==> src/rtl/hmc_pkg.sv <==
// Shared HMC definitions: command codes, read predicate,
// and the expected response-beat calculation.
package hmc_pkg;

    typedef enum logic [3:0] {
        CMD_NULL = 4'h0,
        CMD_WR   = 4'h1,
        CMD_PWR  = 4'h2,
        CMD_RD   = 4'h3,
        CMD_MDRD = 4'h4,
        CMD_MDWR = 4'h5
    } hmc_cmd_e;

    function automatic logic is_read(input logic [3:0] c);
        return (c == CMD_RD) || (c == CMD_MDRD);
    endfunction

    // Reads return one beat per FLIT; everything else a single ack.
    // A size of 0 is treated as 1.
    function automatic logic [3:0] exp_beats(
        input logic [3:0] c,
        input logic [3:0] s
    );
        logic [3:0] n;
        n = (s == 4'd0) ? 4'd1 : s;
        return is_read(c) ? n : 4'd1;
    endfunction

endpackage

==> src/rtl/hmc_tag_fifo.sv <==
// Free-tag FIFO: sync, first-word fall-through, depth 2^ID_WIDTH.
// Ports: push/din, pop/dout, full/empty flags.
module hmc_tag_fifo #(
    parameter int ID_WIDTH = 6
) (
    input  logic                clk,
    input  logic                rst_n,
    input  logic                push,
    input  logic [ID_WIDTH-1:0] din,
    input  logic                pop,
    output logic [ID_WIDTH-1:0] dout,
    output logic                full,
    output logic                empty
);
    localparam int DEPTH = 1 << ID_WIDTH;
    localparam logic [ID_WIDTH:0] ONE = 1;

    logic [ID_WIDTH-1:0] mem [DEPTH];
    logic [ID_WIDTH:0]   wp;
    logic [ID_WIDTH:0]   rp;
    logic                do_push;
    logic                do_pop;

    // Extra pointer bit distinguishes full from empty.
    assign empty = (wp == rp);
    assign full  = (wp[ID_WIDTH] != rp[ID_WIDTH]) &&
                   (wp[ID_WIDTH-1:0] == rp[ID_WIDTH-1:0]);
    assign dout  = mem[rp[ID_WIDTH-1:0]];

    assign do_push = push && !full;
    assign do_pop  = pop && !empty;

    always_ff @(posedge clk) begin
        if (do_push)
            mem[wp[ID_WIDTH-1:0]] <= din;
    end

    always_ff @(posedge clk or negedge rst_n) begin
        if (!rst_n) begin
            wp <= '0;
            rp <= '0;
        end else begin
            if (do_push)
                wp <= wp + ONE;
            if (do_pop)
                rp <= rp + ONE;
        end
    end

endmodule

==> src/rtl/hmc_tag_issuer.sv <==
// HMC tag issuer: allocates tags to user requests, registers the
// command toward the controller, and recycles tags as responses
// complete. Ports: req_* (user side), cmd_* (controller side),
// rd_data_* (response beats), outstanding count, sticky error flag.
module hmc_tag_issuer
    import hmc_pkg::*;
#(
    parameter int ID_WIDTH   = 6,
    parameter int ADDR_WIDTH = 34
) (
    input  logic                  clk,
    input  logic                  rst_n,
    input  logic                  req_valid,
    output logic                  req_ready,
    input  logic [3:0]            req_cmd,
    input  logic [ADDR_WIDTH-1:0] req_addr,
    input  logic [3:0]            req_size,
    output logic                  cmd_valid,
    input  logic                  cmd_ready,
    output logic [3:0]            cmd,
    output logic [ADDR_WIDTH-1:0] addr,
    output logic [3:0]            size,
    output logic [ID_WIDTH-1:0]   tag,
    input  logic                  rd_data_valid_in,
    input  logic [ID_WIDTH-1:0]   rd_data_tag_in,
    output logic [ID_WIDTH:0]     outstanding,
    output logic                  err_unexp_tag
);
    localparam int NTAGS = 1 << ID_WIDTH;
    localparam logic [ID_WIDTH:0] ONE = 1;

    logic [ID_WIDTH:0]   fresh_cnt;
    logic                fresh_avail;
    logic [3:0]          beat_cnt;
    logic [NTAGS-1:0]    pending;
    logic [3:0]          exp_mem [NTAGS];

    logic                fifo_full;
    logic                fifo_empty;
    logic [ID_WIDTH-1:0] fifo_dout;

    logic                tag_avail;
    logic                accept;
    logic [ID_WIDTH-1:0] alloc_tag;
    logic                beat_hit;
    logic                rel_beat;

    // Fresh counter saturates at NTAGS, so its MSB marks exhaustion.
    assign fresh_avail = !fresh_cnt[ID_WIDTH];
    assign tag_avail   = fresh_avail || !fifo_empty;
    assign req_ready   = rst_n && tag_avail && (!cmd_valid || cmd_ready);
    assign accept      = req_valid && req_ready;
    assign alloc_tag   = fresh_avail ? fresh_cnt[ID_WIDTH-1:0] : fifo_dout;

    assign beat_hit = rd_data_valid_in && pending[rd_data_tag_in];
    assign rel_beat = beat_hit &&
                      ((beat_cnt + 4'd1) == exp_mem[rd_data_tag_in]);

    hmc_tag_fifo #(
        .ID_WIDTH (ID_WIDTH)
    ) u_fifo (
        .clk   (clk),
        .rst_n (rst_n),
        .push  (rel_beat),
        .din   (rd_data_tag_in),
        .pop   (accept && !fresh_avail),
        .dout  (fifo_dout),
        .full  (fifo_full),
        .empty (fifo_empty)
    );

    always_ff @(posedge clk) begin
        if (accept)
            exp_mem[alloc_tag] <= exp_beats(req_cmd, req_size);
    end

    always_ff @(posedge clk or negedge rst_n) begin
        if (!rst_n) begin
            cmd_valid <= 1'b0;
            cmd       <= '0;
            addr      <= '0;
            size      <= '0;
            tag       <= '0;
        end else if (accept) begin
            cmd_valid <= 1'b1;
            cmd       <= req_cmd;
            addr      <= req_addr;
            size      <= req_size;
            tag       <= alloc_tag;
        end else if (cmd_ready) begin
            cmd_valid <= 1'b0;
        end
    end

    always_ff @(posedge clk or negedge rst_n) begin
        if (!rst_n) begin
            fresh_cnt <= '0;
        end else if (accept && fresh_avail) begin
            fresh_cnt <= fresh_cnt + ONE;
        end
    end

    // Allocated and released tags are never equal in one cycle:
    // one is pending, the other is not.
    always_ff @(posedge clk or negedge rst_n) begin
        if (!rst_n) begin
            pending <= '0;
        end else begin
            if (accept)
                pending[alloc_tag] <= 1'b1;
            if (rel_beat)
                pending[rd_data_tag_in] <= 1'b0;
        end
    end

    always_ff @(posedge clk or negedge rst_n) begin
        if (!rst_n) begin
            beat_cnt      <= '0;
            err_unexp_tag <= 1'b0;
        end else if (rd_data_valid_in) begin
            if (!beat_hit)
                err_unexp_tag <= 1'b1;
            else if (rel_beat)
                beat_cnt <= '0;
            else
                beat_cnt <= beat_cnt + 4'd1;
        end
    end

    always_ff @(posedge clk or negedge rst_n) begin
        if (!rst_n) begin
            outstanding <= '0;
        end else begin
            unique case ({accept, rel_beat})
                2'b10:   outstanding <= outstanding + ONE;
                2'b01:   outstanding <= outstanding - ONE;
                default: outstanding <= outstanding;
            endcase
        end
    end

    // The pending bits guarantee a push never meets a full FIFO.
    always_ff @(posedge clk) begin
        if (rst_n)
            assert (!(rel_beat && fifo_full));
    end

endmodule

==> config.mk <==
export PLATFORM = sky130hd
export DESIGN_NAME = hmc_tag_issuer
export DESIGN_NICKNAME = d
export VERILOG_FILES = /design/src/rtl/hmc_pkg.sv /design/src/rtl/hmc_tag_fifo.sv /design/src/rtl/hmc_tag_issuer.sv
export SDC_FILE = /design/constraint.sdc
export NUM_CORES = 1
export LEC_CHECK = 0
export ABC_AREA = 1
export BUFFER_PORTS_ARGS = -buffer_cell sky130_fd_sc_hd__buf_2
export CAP_MARGIN = 0
export CELL_PAD_IN_SITES_DETAIL_PLACEMENT = 0
export CELL_PAD_IN_SITES_GLOBAL_PLACEMENT = 1
export CORE_ASPECT_RATIO = 0.7
export CORE_MARGIN = 8
export CORE_UTILIZATION = 53
export DETAILED_ROUTE_END_ITERATION = 8
export PLACE_DENSITY_LB_ADDON = 0.3
export SLEW_MARGIN = 5
export SYNTH_ARGS = -nofsm -noshare
export SYNTH_HDL_FRONTEND = slang
export SYNTH_SLANG_ARGS = --single-unit
==> constraint.sdc <==
create_clock -name clk -period 5.8 [get_ports clk]
set_input_delay 1.16 -clock clk [delete_from_list [all_inputs] [get_ports clk]]
set_output_delay 1.16 -clock clk [all_outputs]
set_load 0.02 [all_outputs]
==> flow_summary.yaml <==
run_status:
  outcome: "finished, final reports clean"
timing:
  relSlewSlack: 0.230
  setup-tns-final_ns: 0
  fin_skew_ns: 0.0157
  holdWs_ns: 0.438
  finalCritPeriodShare: 0.847
  fmax_mhz: 204
  slew_viol_final: 0
  fin_ws_ns: 0.887
  period_needed_ns: 4.91
  rsz0062_at_grt: "false"
  tightest_slew_ns: 1.15
  setup_viol: 0
  final_hold_viol_count: 0
floorplanning:
  fp.dieH_um: 232
  fp.dieW_um: 324
  dieArea_mm2: 0.0752
  io_pins: 111
  fp-row-count: 79
  initial_core_util: 0.534
  core-area_mm2: 0.0661
cts:
  cts-resized-gates: 0
  root_buffer: "clkbuf_16"
  cts_tree: "yes"
  clock_sink_count: 786
  insertion_delay_ns: 0.62
  postCtsSetupRepairBufs: 0
  ctsHoldBuffers: 0
  h-tree-depth: 3
  clk_pin_slew_ns: 0.06
  cts_buffer_depth: 3
  cts_made_buffers: 77
finish:
  layout_commonest_cell: "nand2_1"
  antennaDiodeCount: 0
  area_growth_pct: 11.8
  fin_nets: 3853
  ff_latch_area_mm2: 0.0229
  multi_input_area_mm2: 0.0100
  final_cell_mix: "nand2_1, edfxtp_1, inv_1"
  drive_gt1_frac: 0.0946
  fillerInstances: 5656
critical_path:
  critPathCaptureType: "flop"
  crit_path_start_kind: "primary input"
  reg2reg_from: "u_fifo.rp[0]"
  required_ns: 6.34
  critical_path_class: "in -> reg"
  reg2reg_to: "exp_mem[0][0]"
  max_stage_delay_ns: 0.45
  crit_fanout: 21
  crit_chain: "buf_4 > nand2_1 > inv_1 > nand3_1 > nand2_1 > o21ai_1 > nand2_1 > nor2_1 > nand3_1 > nand2_1 > nand3_2 > nor2_4 > buf_4 > ha_1 > a21oi_1 > nor3_1 > nor2_1 > nor2_1 > inv_1 > nor2_1 > o21ai_0 > a21oi_1 > xor2_1"
  regToRegSetupSlack_ns: 1.35
  crit_slowest_cell: "o21ai_1"
  path_buf_inv: 4
  ff2ff_path_depth: 15
  crit_arrival_ns: 5.45
  critPathTopFamily: "simple AND/OR/NAND/NOR gates"
place:
  dp_hpwl_mm: 60.9
  pre_cts_ws_ns: 0.505
  gp_congestion: 0.880
  io_buffers: 110
synthesis:
  syn_area_mm2: 0.0353
  synth_top_area_frac: 0.545
  yosys.area.top_type: "edfxtp_1"
  synthArstFlopShare: 0.186
  synth_nets: 3760
  synthTopCellsByArea: "edfxtp_1, nand2_1, dfrtp_1, inv_1, nand3_1"
  synthFlopType: "edfxtp_1"
  ys_ff_latch: 786
  yosysWarnings: 0
  avgSynthCellArea_um2: 9.54
  synth-edff-count: 640
  synthCells: 3700
  yosysUniqueCellTypes: 40
  ys_seq_area_frac: 0.648
drt:
  drt_wl_total_mm: 95.4
  routedWlPerCell_um: 20.1
  vias: 25300
  drt-pass1-iter-count: 5
  ant_nets: 0
  drt_iter0_markers: 2726
  via_per_inst: 5.33
  drc: 0
global_route:
  grt_pass1_vias: 24200
  grt_pass1_wl_mm: 147
  grt_use_total: 0.251
  grt_max_degree: 126
  grt_antenna_before_repair: 1
  overflow: 0
flow_run:
  max-cap-violations: 0
power_and_ir_drop:
  power_density_mw_per_mm2: 410
  leakagePower_nw: 17.4
  irDropWorstVdd_v: 0.000389
min_path:
  hold_path_class: "in -> async"
## flip-flops by register name, summed over array words and instances, names as in the netlist, 6 cells and up
name,count
addr,34
exp_mem,256
fresh_cnt,7
outstanding,7
pending,64
tag,6
u_fifo.mem,384
u_fifo.rp,7
u_fifo.wp,7
## cells in the mapped netlist, types with 12 or more instances
master / instances
nand2_1: 1402
edfxtp_1: 640
inv_1: 394
nor2_1: 350
nand3_1: 274
dfrtp_1: 146
o21ai_0: 118
buf_2: 81
o21ai_1: 47
clkbuf_1: 40
a21oi_1: 25
nor3_1: 18
buf_4: 17
xor2_1: 16
or2_2: 14
inv_2: 12
## routing by layer
| layer | global-route usage | part of all wire | up-vias | routed length [µm] |
|---|---|---|---|---|
| met5 | 0 | 0.00012 | - | 11 |
| met4 | 0.0601 | 0.020 | 2 | 1870 |
| met3 | 0.0584 | 0.11 | 128 | 10200 |
| met2 | 0.354 | 0.41 | 1134 | 39000 |
| met1 | 0.391 | 0.46 | 12000 | 44300 |
| li1 | - | - | 12100 | - |
## final cells by class
class,count,area share
Clock inverter,50,0.0163
Clock buffer,93,0.0530
Tap cell,891,0.0283
Multi-Input combinational cell,2344,0.254
Inverter,406,0.0387
Timing Repair Buffer,178,0.0297
Sequential cell,786,0.580
## cells by family after synthesis
logic type	share of synthesized area
AOI/OAI and AO/OA	0.0311
xor gates and xnor gates	0.00645
adders and majority gates	0.00248
buffers and inverters	0.0694
DFF	0.648
and+or+nand+nor	0.242
## through the flow
step	cells	total power, mW	cell area (µm²)	utilization
2_1_floorplan	3700	9.34	35300	-
3_3_place_gp	4605	10.8	36700	0.555
3_5_place_dp	4605	10.8	36700	0.555
4_1_cts	4748	16.2	39400	0.596
5_1_grt	4748	16.9	39400	0.596
6_report	4748	16.2	39400	0.596
## worst max path at each step
stage                 startpoint           endpoint  slack (ns)  cells past startpoint
6_report       rd_data_tag_in[1]     outstanding[6]        0.89                     23
5_1_grt        rd_data_tag_in[0]     outstanding[6]        0.73                     24
4_1_cts        rd_data_tag_in[0]     outstanding[6]        1.15                     24
3_5_place_dp   rd_data_tag_in[0]  u_fifo.mem[39][2]        0.50                     16
3_3_place_gp   rd_data_tag_in[0]     outstanding[6]        0.50                     24
2_1_floorplan        req_size[1]      exp_mem[0][0]        1.13                      1
## power by group
part           switching (mW)  internal [mW]
Sequential              0.255           6.33
Combinational            3.08           1.10
Clock                    2.18           3.21
Total                    5.52           10.7
No activity file was read; power rests on OpenSTA's default activity.
